==> config.mk <==
export PLATFORM = sky130hd
export DESIGN_NAME = timer_ctrl
export DESIGN_NICKNAME = d
export VERILOG_FILES = /design/src/rtl/timer_ctrl.sv
export SDC_FILE = /design/constraint.sdc
export NUM_CORES = 1
export LEC_CHECK = 0
export ABC_AREA = 1
export CAP_MARGIN = 30
export CORE_MARGIN = 2
export CORE_UTILIZATION = 48
export DETAILED_ROUTE_END_ITERATION = 10
export PLACE_DENSITY = 0.78
export SYNTH_ARGS = -nofsm -noshare
export SYNTH_HDL_FRONTEND = slang
export SYNTH_SLANG_ARGS = --single-unit
==> constraint.sdc <==
create_clock -name clk -period 2.5 [get_ports clk]
set_input_delay 0.5 -clock clk [delete_from_list [all_inputs] [get_ports clk]]
set_output_delay 0.5 -clock clk [all_outputs]
set_load 0.02 [all_outputs]
==> src/rtl/timer_ctrl.sv <==
// timer_ctrl: control FSM for the kitchen-timer down-counter chain.
// The chain is seconds-units mod 10, seconds-tens mod 6 and minutes mod 10.
//
// Ports:
//   clk, clearn        clock (rising edge), synchronous active-low reset
//   start/stop/clr     one-cycle request pulses from the debouncers
//   door_closed        door interlock, 1 = closed
//   key_valid/digit    keypad BCD digit entry
//   cnt_zero           all counter stages at zero
//   preset_*           preset digits loaded into the chain
//   cnt_loadn          chain load strobe, active low
//   cnt_clearn         chain clear strobe, active low
//   cnt_en             chain decrement pulse, one per second tick
//   mag_on, done       heater enable, expiry flag
//   state              IDLE=0 RUN=1 PAUSE=2 DONE=3
//   beep               expiry beep
//
// Optional build macro TIMER_CTRL_DONE_BEEP_EN: beep is driven for
// BEEP_CYCLES cycles on entry to DONE. Without the macro, beep is tied to 0.
module timer_ctrl #(
  parameter int unsigned TICK_DIV    = 100,
  parameter int unsigned BEEP_CYCLES = 50
) (
  input  logic       clk,
  input  logic       clearn,
  input  logic       start,
  input  logic       stop,
  input  logic       clr,
  input  logic       door_closed,
  input  logic       key_valid,
  input  logic [3:0] key_digit,
  input  logic       cnt_zero,
  output logic [3:0] preset_min,
  output logic [2:0] preset_sec_tens,
  output logic [3:0] preset_sec_units,
  output logic       cnt_loadn,
  output logic       cnt_clearn,
  output logic       cnt_en,
  output logic       mag_on,
  output logic       done,
  output logic [1:0] state,
  output logic       beep
);

  localparam int unsigned PW = $clog2(TICK_DIV);
  localparam logic [PW-1:0] PRESC_LAST = PW'(TICK_DIV - 1);

  if (TICK_DIV < 4) begin : g_bad_tick_div
    $error("timer_ctrl: TICK_DIV must be >= 4");
  end
  if (BEEP_CYCLES < 1) begin : g_bad_beep_cycles
    $error("timer_ctrl: BEEP_CYCLES must be >= 1");
  end

  typedef enum logic [1:0] {
    IDLE  = 2'd0,
    RUN   = 2'd1,
    PAUSE = 2'd2,
    DONE  = 2'd3
  } state_e;

  state_e        state_q, state_d;
  logic [3:0]    min_q, min_d;
  logic [2:0]    tens_q, tens_d;
  logic [3:0]    units_q, units_d;
  logic [PW-1:0] presc_q, presc_d;
  logic          loadn_q, loadn_d;
  logic          clrn_q, clrn_d;
  logic          en_q, en_d;
  logic          mag_q, mag_d;
  logic          done_q, done_d;

  logic preset_nz;
  assign preset_nz = (min_q != '0) || (tens_q != '0) || (units_q != '0);

  always_comb begin
    state_d = state_q;
    min_d   = min_q;
    tens_d  = tens_q;
    units_d = units_q;
    presc_d = presc_q;
    loadn_d = 1'b1;
    clrn_d  = 1'b1;
    en_d    = 1'b0;

    if (clr) begin
      state_d = IDLE;
      min_d   = '0;
      tens_d  = '0;
      units_d = '0;
      presc_d = '0;
      clrn_d  = 1'b0;
    end else begin
      unique case (state_q)
        IDLE: begin
          // stop outranks start/key and is a no-op here, so it consumes the cycle
          if (stop) begin
            state_d = IDLE;
          end else if (start && door_closed && preset_nz) begin
            loadn_d = 1'b0;
            presc_d = '0;
            state_d = RUN;
          end else if (key_valid && (key_digit <= 4'd9)) begin
            min_d   = {1'b0, tens_q};
            tens_d  = (units_q > 4'd5) ? 3'd5 : units_q[2:0];
            units_d = key_digit;
          end
        end
        RUN: begin
          if (stop || !door_closed) begin
            state_d = PAUSE;
          end else if (cnt_zero && !en_q && loadn_q) begin
            // Gating on the registered strobes waits out the chain's update
            // from the last load/decrement before trusting cnt_zero.
            state_d = DONE;
          end else if (presc_q == PRESC_LAST) begin
            presc_d = '0;
            en_d    = !cnt_zero;
          end else begin
            presc_d = presc_q + 1'b1;
          end
        end
        PAUSE: begin
          if (stop) begin
            state_d = IDLE;
            clrn_d  = 1'b0;
          end else if (start && door_closed) begin
            state_d = RUN;
          end
        end
        DONE: begin
          if (start || stop || key_valid) state_d = IDLE;
        end
        default: state_d = IDLE;
      endcase
    end

    mag_d  = (state_d == RUN);
    done_d = (state_d == DONE);
  end

  always_ff @(posedge clk) begin
    if (!clearn) begin
      state_q <= IDLE;
      min_q   <= '0;
      tens_q  <= '0;
      units_q <= '0;
      presc_q <= '0;
      loadn_q <= 1'b1;
      clrn_q  <= 1'b0;
      en_q    <= 1'b0;
      mag_q   <= 1'b0;
      done_q  <= 1'b0;
    end else begin
      state_q <= state_d;
      min_q   <= min_d;
      tens_q  <= tens_d;
      units_q <= units_d;
      presc_q <= presc_d;
      loadn_q <= loadn_d;
      clrn_q  <= clrn_d;
      en_q    <= en_d;
      mag_q   <= mag_d;
      done_q  <= done_d;
    end
  end

`ifdef TIMER_CTRL_DONE_BEEP_EN
  localparam int unsigned BW = $clog2(BEEP_CYCLES + 1);

  logic [BW-1:0] beep_cnt_q, beep_cnt_d;
  logic          beep_q, beep_d;

  always_comb begin
    beep_cnt_d = '0;
    beep_d     = 1'b0;
    if (state_d == DONE) begin
      if (state_q != DONE) begin
        beep_d     = 1'b1;
        beep_cnt_d = BW'(BEEP_CYCLES - 1);
      end else if (beep_cnt_q != '0) begin
        beep_d     = 1'b1;
        beep_cnt_d = beep_cnt_q - 1'b1;
      end
    end
  end

  always_ff @(posedge clk) begin
    if (!clearn) begin
      beep_cnt_q <= '0;
      beep_q     <= 1'b0;
    end else begin
      beep_cnt_q <= beep_cnt_d;
      beep_q     <= beep_d;
    end
  end

  assign beep = beep_q;
`else
  assign beep = 1'b0;
`endif

  assign preset_min       = min_q;
  assign preset_sec_tens  = tens_q;
  assign preset_sec_units = units_q;
  assign cnt_loadn        = loadn_q;
  assign cnt_clearn       = clrn_q;
  assign cnt_en           = en_q;
  assign mag_on           = mag_q;
  assign done             = done_q;
  assign state            = state_q;

endmodule

After elaboration in Yosys (flattened, before gate mapping)
Cells that the tools add are included.
Operators by class
  $add $sub $neg: 1
  magnitude comparators: 2
  equality and inequality tests: 10
  muxes and demuxes: 19
  bitwise operators: 6
  reductions and logical operators: 23
Operators with widths (count)
  2-to-1 mux 7 bit: 5
  2-to-1 mux 2 bit: 8
  one-hot mux 7 bit (2 select lines): 1
  != test 2 bit (second input constant): 4
  one-hot mux 2 bit (4 select lines): 1
  nonzero test 4 bit: 2
  adder 7 x 1 -> 7 bit (second input constant): 1
  == test 7 bit (second input constant): 1
  == test 2 bit (second input constant): 3
  NOT 1 bit: 6
  OR reduction 6 bit: 1
  logical AND 1 bit: 5
  logical OR 1 bit: 5
  AND reduction 5 bit: 1
  == test 2 x 1 -> 1 bit (second input constant): 2
  greater-than comparator 4 x 3 -> 1 bit (second input constant): 1
  <= comparator 4 bit (second input constant): 1
  AND reduction 4 bit: 1
  OR reduction 4 bit: 1
  logical NOT 1 bit: 3
  2-to-1 mux 1 bit: 3
  2-to-1 mux 3 bit: 1
  nonzero test 3 bit: 1
  logical NOT 2 bit: 1
  other kinds (2): 2
Storage, ports and cells
  register bits: 24
  input port bits: 12
  output and inout port bits: 19
  word-level logic and storage cells: 71

Logic depth before layout (Yosys ltp)
Gate-level depths: netlist of the first run.
  depth after elaboration: 9
  mapped depth: 9
  mapped depth without buffers: 9

Worst setup path after synthesis of the first run
No wires, ideal clock.
  path kind: in2reg
  start point: input door_closed
  end point: register presc_q[6]
  setup time: 0.120 ns
  arrival time: 1.185 ns
  data required time: 2.380 ns
  slack: 1.196 ns
  cell stages on the path: 8
  path buffers: 1
  cell sequence: inv_1 > nor2_1 > nand4_1 > nand2_1 > buf_4 > nand3_2 > nand2_1 > nor2_1
On the way
  longest elaborated chain between the ends: 4
  elaborated cells between the ends (all ways): 7
  those cells by class: eq/ne: 2; reduce/logical: 5
RTL lines
  from (decl): line 29  | input logic door_closed,
  logical NOT 1 bit / logical AND 1 bit (equally long branches): line 110, 99
  logical OR 1 bit / logical AND 1 bit (equally long branches): line 110, 99
  != test 2 bit (no source line)
  AND reduction 5 bit (no source line) *
  to (signal assigned): line 159  | presc_q <= presc_d;
  to (decl): line 66  | logic [PW-1:0] presc_q, presc_d;
Mark *: on every way between the ends. The rest lies on a longest branch, timed or not.
A chain may end at the register's enable or synchronous reset.

Final worst setup path of the first run
  start point: register state_q[0] (netlist: state[0])
  end point: output state[0]
RTL lines
  from (decl): line 62  | state_e state_q, state_d;
  from (signal assigned): line 155  | state_q <= state_d;
  to (decl): line 41  | output logic [1:0] state,
No word-level cell between the ends.

==> metrics.txt, run 1 <==
Final WS setup=557.3 ps; Die Wd=54.90 um; synthesized area=1244 sq um; Max Buffers Root-to-Sink=2; Ys Warns=0; Synth Flop Type=dfxtp_1; Critical R2R Launch=state[0]; Setup Buffers After CTS=0; Die Span Y=54.90 um; Async S/R FF share, synth=0%; vias in the first global route=1090; synth top area cells=dfxtp_1 39%, nor2_1 11%, nand2_1 10%; peak supply drop=0.4130 mV; Iteration-0 DRC Markers=41; DPL Wire Length=2054 um; critical path's top delay family=buffers and inverters; top cell type's share of synthesized area=38.63%; Pwr Density=432.6 nW/um^2; drt total wl=2643 um; layout cells sized above 1=9.360%; CP max FO=7; Area growth, synth to finish=24.04%; clk_skew=1.080 ps; Post-Syn Area per Cell=7.066 sq um; post-synthesis cell type count=27; Place WS=382.8 ps; critical path's largest stage delay=650 ps; Post-synth EDFFs=0; total I/O pin count=31; total of max-cap violations=0; RSZ-0062 raised after global routing=no; post-cts resize count=0; kind of end point of the critical path=primary output; Rows=18; Max Freq=0.5147 GHz; antenna violations before repair=0; worst skew pair latency=310 ps; hold depth=2; die area=3014 sq um; I/O Buffers=28; post-layout min period=1943 ps; CTS Hold Buffers Added=0; CP Capture Point=state[0]; largest net degree at the start of global routing=14; CP Launch Point=state[0]; Starting Density=50.20%; setup TNS=0 ps; Synth area leader=dfxtp_1; routed via count=1206; r2r setup slk=990 ps; Final setup viols=0; capturing point of the worst reg2reg path=presc_q[2]; placed cells=230; Avg WL per Cell=11.34 um; Critical Path RT=2000 ps; CP Launch Type=flip-flop; Synth Register Bits=24; clock-pin slew on the worst setup and hold paths=120 ps; period utilization=77.71%; # nets final=218; grt ovf=0; H-tree depth=1; fin cells=233; global-route wire length before repair=4436 um; Fill cells=243; Clock Tree Root=clkbuf_4; Pre-Repair DR Iteration Count=4; commonest cells in the netlist=35 x nor2_1, 33 x nand2_1, 24 x dfxtp_1; Post-Syn Instances=176; Hold Fails Final Rpt=0; static leakage=0.6167 nW; CP cell instances=clkdlybuf4s50_1; crit path kind=reg2out; CTS tree=yes; antenna cells=0; DRC=0; GP Congestion=0.9163; Final Max Tran Viols=0; sequential fraction of the synthesis area=38.63%; vias per std cell=5.176; Seq. cell area=480.5 sq um; Slowest cell on crit path=clkdlybuf4s50_1; WP buf/inv=1; Post-DRT Antenna Nets=0; clock sinks=24; GRT Overall Usage=20.25%; Core ar.=2477 sq um; status=completed; TritonCTS Buffers=3; worst hold path type=reg2reg; total stage count of the critical path=1; Critical Path AT=1440 ps; most frequent cell after synthesis=nor2_1; multi-input logic area=646.9 sq um; Reg2Reg Depth=7
[layout by cell type (no fill, tap or decap), types with 2 or more instances in the layout]
master | Yosys | routed
nand3_2 | 5 | 5
nand2_1 | 33 | 33
nand4_1 | 2 | 2
nor3b_1 | 2 | 2
nand2_2 | 3 | 3
nor2_1 | 35 | 35
inv_1 | 17 | 17
clkbuf_4 | 0 | 3
conb_1 | 1 | 2
a21oi_1 | 8 | 8
nand3_1 | 16 | 16
nor2_2 | 3 | 3
dfxtp_1 | 24 | 24
o21ai_0 | 9 | 9
clkdlybuf4s50_1 | 0 | 28
[power by group]
part	total [mW]	switching, mW	internal (mW)
sequential	0.396	0.00678	0.389
clock	0.166	0.110	0.0564
combinational	0.105	0.0595	0.0457
[stage by stage]
stage / utilization [%] / instance area (sq um) / hold slack, ps / power (mW)
after floorplan: - / 1247 / 454.1 / 0.4761
after global placement: 61.36 / 1520 / 472.1 / 0.5078
after detailed placement: 61.36 / 1520 / 491.5 / 0.5099
after CTS: 62.27 / 1543 / 510.6 / 0.6740
after global routing: 62.27 / 1543 / 546.0 / 0.6996
final: 62.27 / 1543 / 512.7 / 0.6675
[worst min path at each step]
| stage | startpoint | endpoint |
|---|---|---|
| floorplan | presc_q[3] | presc_q[3] |
| global placement | presc_q[3] | presc_q[3] |
| detailed placement | presc_q[3] | presc_q[3] |
| CTS | presc_q[3] | presc_q[3] |
| global route | presc_q[4] | presc_q[4] |
| finish | presc_q[3] | presc_q[3] |
[sequential cells by signal, summed over array words and instances (netlist names)]
name,flops
state,2
preset_sec_units,4
done,1
cnt_en,1
cnt_clearn,1
presc_q,7
preset_min,3
mag_on,1
cnt_loadn,1
preset_sec_tens,3
[cell type report]
| cell class | instances | area share, % |
|---|---|---|
| multi-input cells | 129 | 41.93 |
| inverters | 18 | 4.380 |
| repair buffers | 29 | 18.65 |
| flip-flops and latches | 24 | 31.14 |
| well taps | 30 | 2.433 |
| clock buffers | 3 | 1.460 |
[logic make-up (layout without fill, tap and decap cells)]
logic type      count (synthesis)  after routing  synth area share, %
flops                          24             24                38.63
fa+ha+maj                       1              1                1.006
compound gates                 22             22                11.07
other cells                     1              2               0.3015
simple gates                  103            103                38.63
xor+xnor                        1              1               0.7044
buf+inv                        24             50                9.658
[tightest hold or removal path, cell delays in order, from the launching register on]
cell and delay (ps):
dfxtp_1 350, nand2_1 70, a21oi_1 60
[layer usage]
| layer | routed length, um | GRT usage, % | vias up |
|---|---|---|---|
| met5 | 0 | 0 | - |
| met4 | 51 | 11.38 | 0 |
| met3 | 110 | 2.957 | 8 |
| met2 | 1292 | 33.53 | 35 |
| met1 | 1189 | 25.08 | 542 |
| li1 | - | - | 621 |
(Power assumes the default switching activity.)
==> run 2, diff against run 1 <==
Settings changed: CORE_UTILIZATION 48 to 43, PLACE_DENSITY 0.78 to 0.74.
Clock period 2.5 ns to 1.62 ns, I/O delays scaled along.
==> metrics.txt, run 2 (synthesized netlist as in run 1, its figures left out) <==
antenna violations before repair=0 (unchanged); most common cell after layout, fill and taps aside=nor2_1; DPL Wire Length=2241 um (+9.1%); crit path kind=reg2out; Pre-Repair DR Iteration Count=4 (unchanged); CP max FO=2 (-5); H-tree depth=1 (unchanged); critical path's largest stage delay=600 ps (-50 ps); # nets final=227 (+4.1%); clk_skew=3.617 ps (+2.537 ps); Area growth, synth to finish=29.38%; Final setup viols=0 (unchanged); largest reg by FF count=presc_q; period utilization=97.32%; total of max-cap violations=0 (unchanged); Clock Tree Root=clkbuf_4; layout cells sized above 1=13.21% (+3.8 points); Die Span Y=57.78 um (+5.2%); max FFs per register=7 (unchanged); net switching power=0.2749 mW (+56%); Critical Path RT=1300 ps (-700 ps); r2r setup slk=190 ps (-800 ps); vias per std cell=4.975 (-3.9%); register share of total power=58.5% (-0.9 points); worst hold path type=reg2reg; commonest non-fill, non-tap cells in the layout=35 x nor2_1, 33 x nand2_1, 24 x dfxtp_1; placed cells=240 (+4.3%); CP cell instances=clkdlybuf4s50_1; Critical Path AT=1250 ps (-190 ps); setup TNS=0 ps (unchanged); global-route wire length before repair=4912 um (+11%); Final WS setup=43.37 ps (-513.9 ps); CP Launch Type=flip-flop; fin cells=243 (+4.3%); RSZ-0062 raised after global routing=no; Rows=19 (+1); combinational power share=17.2% (+1.4 points); post-cts resize count=12 (+12); Slowest cell on crit path=clkdlybuf4s50_1; max layer used=met4; WL met1=1208 um (+1.6%); DRC=0 (unchanged); WP buf/inv=1 (unchanged); TritonCTS Buffers=3 (unchanged); die area=3339 sq um (+11%); Starting Density=45.10% (-5.1 points); Int Power=0.7708 mW (+57%); Core ar.=2758 sq um (+11%); Tot Pwr=1.046 mW (+57%); Switching Share=26.29% (-0.060 points); CTS Hold Buffers Added=0 (unchanged); Reg2Reg Depth=8 (+1); hold depth=2 (unchanged); CTS tree=yes; kind of end point of the critical path=primary output; Final Max Tran Viols=0 (unchanged); Fill cells=262 (+7.8%); total stage count of the critical path=1 (unchanged); drt total wl=2822 um (+6.8%); clock-pin slew on the worst setup and hold paths=120 ps (about the same); Hold Fails Final Rpt=0 (unchanged); I/O Buffers=28 (unchanged); Die Wd=57.78 um (+5.2%); peak supply drop=0.4917 mV (+19%); post-layout min period=1577 ps; largest net degree at the start of global routing=14 (unchanged); total I/O pin count=31 (unchanged); Avg WL per Cell=11.61 um (+2.4%); hold_ws=494.6 ps (-18.16 ps); Iteration-0 DRC Markers=47 (+15%); Setup Buffers After CTS=0 (unchanged); grt ovf=0 (unchanged); clock power share=24.3% (-0.6 points); static leakage=0.7164 nW (+16%); clock sinks=24 (unchanged); routed via count=1209 (+0.25%); vias in the first global route=1212 (+11%); GP Congestion=1.002 (+9.3%); antenna cells=0 (unchanged); critical path's top delay family=buffers and inverters; Place WS=-165.4 ps (-548.2 ps); worst skew pair latency=300 ps (about the same); status=completed; Max Freq=0.6343 GHz; wire length on met3=120 um (+9.1%); Post-DRT Antenna Nets=0 (unchanged); met2 WL=1469 um (+14%); GRT Overall Usage=18.30% (-1.9 points); Pwr Density=649.9 nW/um^2 (+50%); Max Buffers Root-to-Sink=2 (unchanged)
run 2: cell count changes in the layout (fill, tap and decap cells not counted):
cell | before | now
buf_4 | 1 | 9
clkdlybuf4s50_1 | 28 | 16
dlygate4sd2_1 | 0 | 12
buf_12 | 0 | 1
run 2: tightest hold or removal path, stage by stage, from the launching register on:
cell	delay (ps)
dfxtp_1	350
nand2_1	70
a21oi_1	50
run 2: routing by layer:
metal  GRT usage, %  vias to the layer above
met1          21.85                      537
li1               -                      632
met3          2.902                        4
met4          6.312                        0
met2          33.12                       36
met5              0                        -
run 2: layout make-up:
cell class | instances | area [sq um] | area share, %
Tap cell | 31 | 38.79 | 2.411
Clock buffer | 3 | 22.52 | 1.400
Multi-Input combinational cell | 129 | 646.9 | 40.20
Inverter | 18 | 67.56 | 4.199
Sequential cell | 24 | 480.5 | 29.86
Timing Repair Buffer | 38 | 352.8 | 21.93
run 2: path summary, 6_finish.rpt:
path | start | to
max reg2reg | presc_q[0] | presc_q[5]
min reg2reg | presc_q[3] | presc_q[3]
max | cnt_loadn | cnt_loadn
min | presc_q[3] | presc_q[3]
run 2: through the flow:
stage,area [sq um],utilization (%)
after floorplan,1247,-
after global placement,1602,58.08
after detailed placement,1602,58.08
after CTS,1609,58.35
after global routing,1609,58.35
final,1609,58.35
run 2: power by group through the flow:
stage	registers [mW]	logic [mW]	clock network, mW
4_1_cts	0.612	0.181	0.261
3_3_place_gp	0.624	0.180	0
5_1_grt	0.614	0.199	0.287
2_1_floorplan	0.634	0.101	0
6_report	0.611	0.180	0.254
3_5_place_dp	0.625	0.185	0
==> run 3, diff against run 2 <==
Settings changed: GPL_TIMING_DRIVEN set to 0, SKIP_CTS_REPAIR_TIMING set to 1.
==> metrics.txt, run 3 (synthesized netlist as in run 1, its figures left out) <==
combinational power share=17.1% (about the same); Int Power=0.7685 mW (-0.30%); Clock Tree Root=clkbuf_4; CP Launch Type=flip-flop; largest reg by FF count=presc_q; crit path kind=reg2out; largest net degree at the start of global routing=13 (-1); total I/O pin count=31 (unchanged); drt total wl=2830 um (+0.28%); die area=3339 sq um (unchanged); grt ovf=0 (unchanged); commonest non-fill, non-tap cells in the layout=34 x nor2_1, 33 x nand2_1, 24 x dfxtp_1; vias per std cell=5.054 (+1.6%); post-layout min period=1566 ps (-10.13 ps); H-tree depth=1 (unchanged); period utilization=96.70% (-0.63 points); layout cells sized above 1=12.50% (-0.71 points); kind of end point of the critical path=primary output; Switching Share=26.59% (+0.30 points); max FFs per register=7 (unchanged); setup TNS=0 ps (unchanged); antenna violations before repair=0 (unchanged); clock-pin slew on the worst setup and hold paths=120 ps (about the same); CTS tree=yes; global-route wire length before repair=4864 um (-0.98%); Max Freq=0.6384 GHz (+0.65%); Pre-Repair DR Iteration Count=4 (unchanged); Die Wd=57.78 um (unchanged); Iteration-0 DRC Markers=67 (+43%); Slowest cell on crit path=clkdlybuf4s50_1; Final Cell Area=1624 sq um (+0.93%); Final Max Tran Viols=0 (unchanged); DPL Wire Length=2126 um (-5.1%); Starting Density=45.10% (unchanged); clock power share=24.5% (+0.2 points); WP buf/inv=1 (unchanged); Hold Fails Final Rpt=0 (unchanged); Critical Path AT=1240 ps (about the same); critical path's top delay family=buffers and inverters; Tot Pwr=1.047 mW (+0.11%); total of max-cap violations=0 (unchanged); routed via count=1208 (-0.083%); Avg WL per Cell=11.84 um (+2.0%); Die Span Y=57.78 um (unchanged); Core ar.=2758 sq um (unchanged); area post-placement=1567 sq um (-2.2%); Area growth, synth to finish=30.58%; clk_skew=1.101 ps (-2.516 ps); Final setup viols=0 (unchanged); Max Buffers Root-to-Sink=2 (unchanged); DRC=0 (unchanged); peak supply drop=0.5167 mV (+5.1%); capturing point of the worst reg2reg path=presc_q[6]; worst hold start=presc_q[3]; Reg2Reg Depth=8 (unchanged); static leakage=0.8619 nW (+20%); Pwr Density=644.6 nW/um^2 (-0.82%); GP Congestion=0.9174 (-8.4%); worst hold path type=reg2reg; register share of total power=58.4% (about the same); r2r setup slk=120 ps (-70 ps); worst hold endpoint=presc_q[3]; Critical R2R Launch=presc_q[0]; Fill cells=257 (-1.9%); clock sinks=24 (unchanged); CP max FO=2 (unchanged); vias in the first global route=1186 (-2.1%); Rows=19 (unchanged); critical path's largest stage delay=600 ps (about the same); Critical Path RT=1300 ps (about the same); net switching power=0.2783 mW (+1.2%); hold depth=2 (unchanged); GRT Overall Usage=18.11% (-0.20 points); CP cell instances=clkdlybuf4s50_1; RSZ-0062 raised after global routing=no; worst skew pair latency=300 ps (about the same); status=completed; antenna cells=0 (unchanged); I/O Buffers=28 (unchanged); Post-DRT Antenna Nets=0 (unchanged); fin util=58.89% (+0.54 points); # nets final=223 (-1.8%); TritonCTS Buffers=3 (unchanged); most common cell after layout, fill and taps aside=nor2_1
-- run 3: layout make-up --
class	instances	area (sq um)	share of cell area (%)
plain buffers	6	52.55	3.236
clock buffers	3	22.52	1.387
flip-flops and latches	24	480.5	29.58
repair buffers	28	312.8	19.26
well taps	31	38.79	2.388
multi-input cells	129	649.4	39.98
inverters	18	67.56	4.160
-- run 3: how the worst max path moves through the flow --
stage	slack [ps]	cells past startpoint	endpoint	from
4_1_cts	-160	1	state[0]	state[0]
3_3_place_gp	-150	9	mag_on	clearn
5_1_grt	0.5	8	presc_q[1]	presc_q[0]
6_report	50	1	cnt_en	cnt_en
2_1_floorplan	330	7	preset_min[0]	preset_sec_units[2]
3_5_place_dp	-180	9	mag_on	clearn
-- run 3: layer usage --
layer	share of wire, %	track usage (%)	wire (um)	vias to the layer above
met1	43	21.96	1203	551
met5	0	0	0	-
li1	-	-	-	628
met4	0.35	7.641	10	0
met3	4.7	2.902	134	2
met2	52	31.66	1482	27
-- run 3: power groups by stage --
stage	clock (mW)	combinational [mW]	sequential (mW)
final	0.257	0.179	0.611
after global routing	0.280	0.198	0.614
after CTS	0.261	0.179	0.612
after detailed placement	0	0.179	0.625
after global placement	0	0.175	0.624
after floorplan	0	0.101	0.634
-- run 3: per-stage QoR --
step / setup slack, ps / std cells / hold slack [ps]
after detailed placement: -184.1 / 236 / 487.7
after global placement: -145.6 / 236 / 462.0
final: 53.50 / 239 / 507.9
after global routing: 0.5067 / 239 / 509.9
after CTS: -162.2 / 239 / 506.5
after floorplan: 332.9 / 177 / 400.6
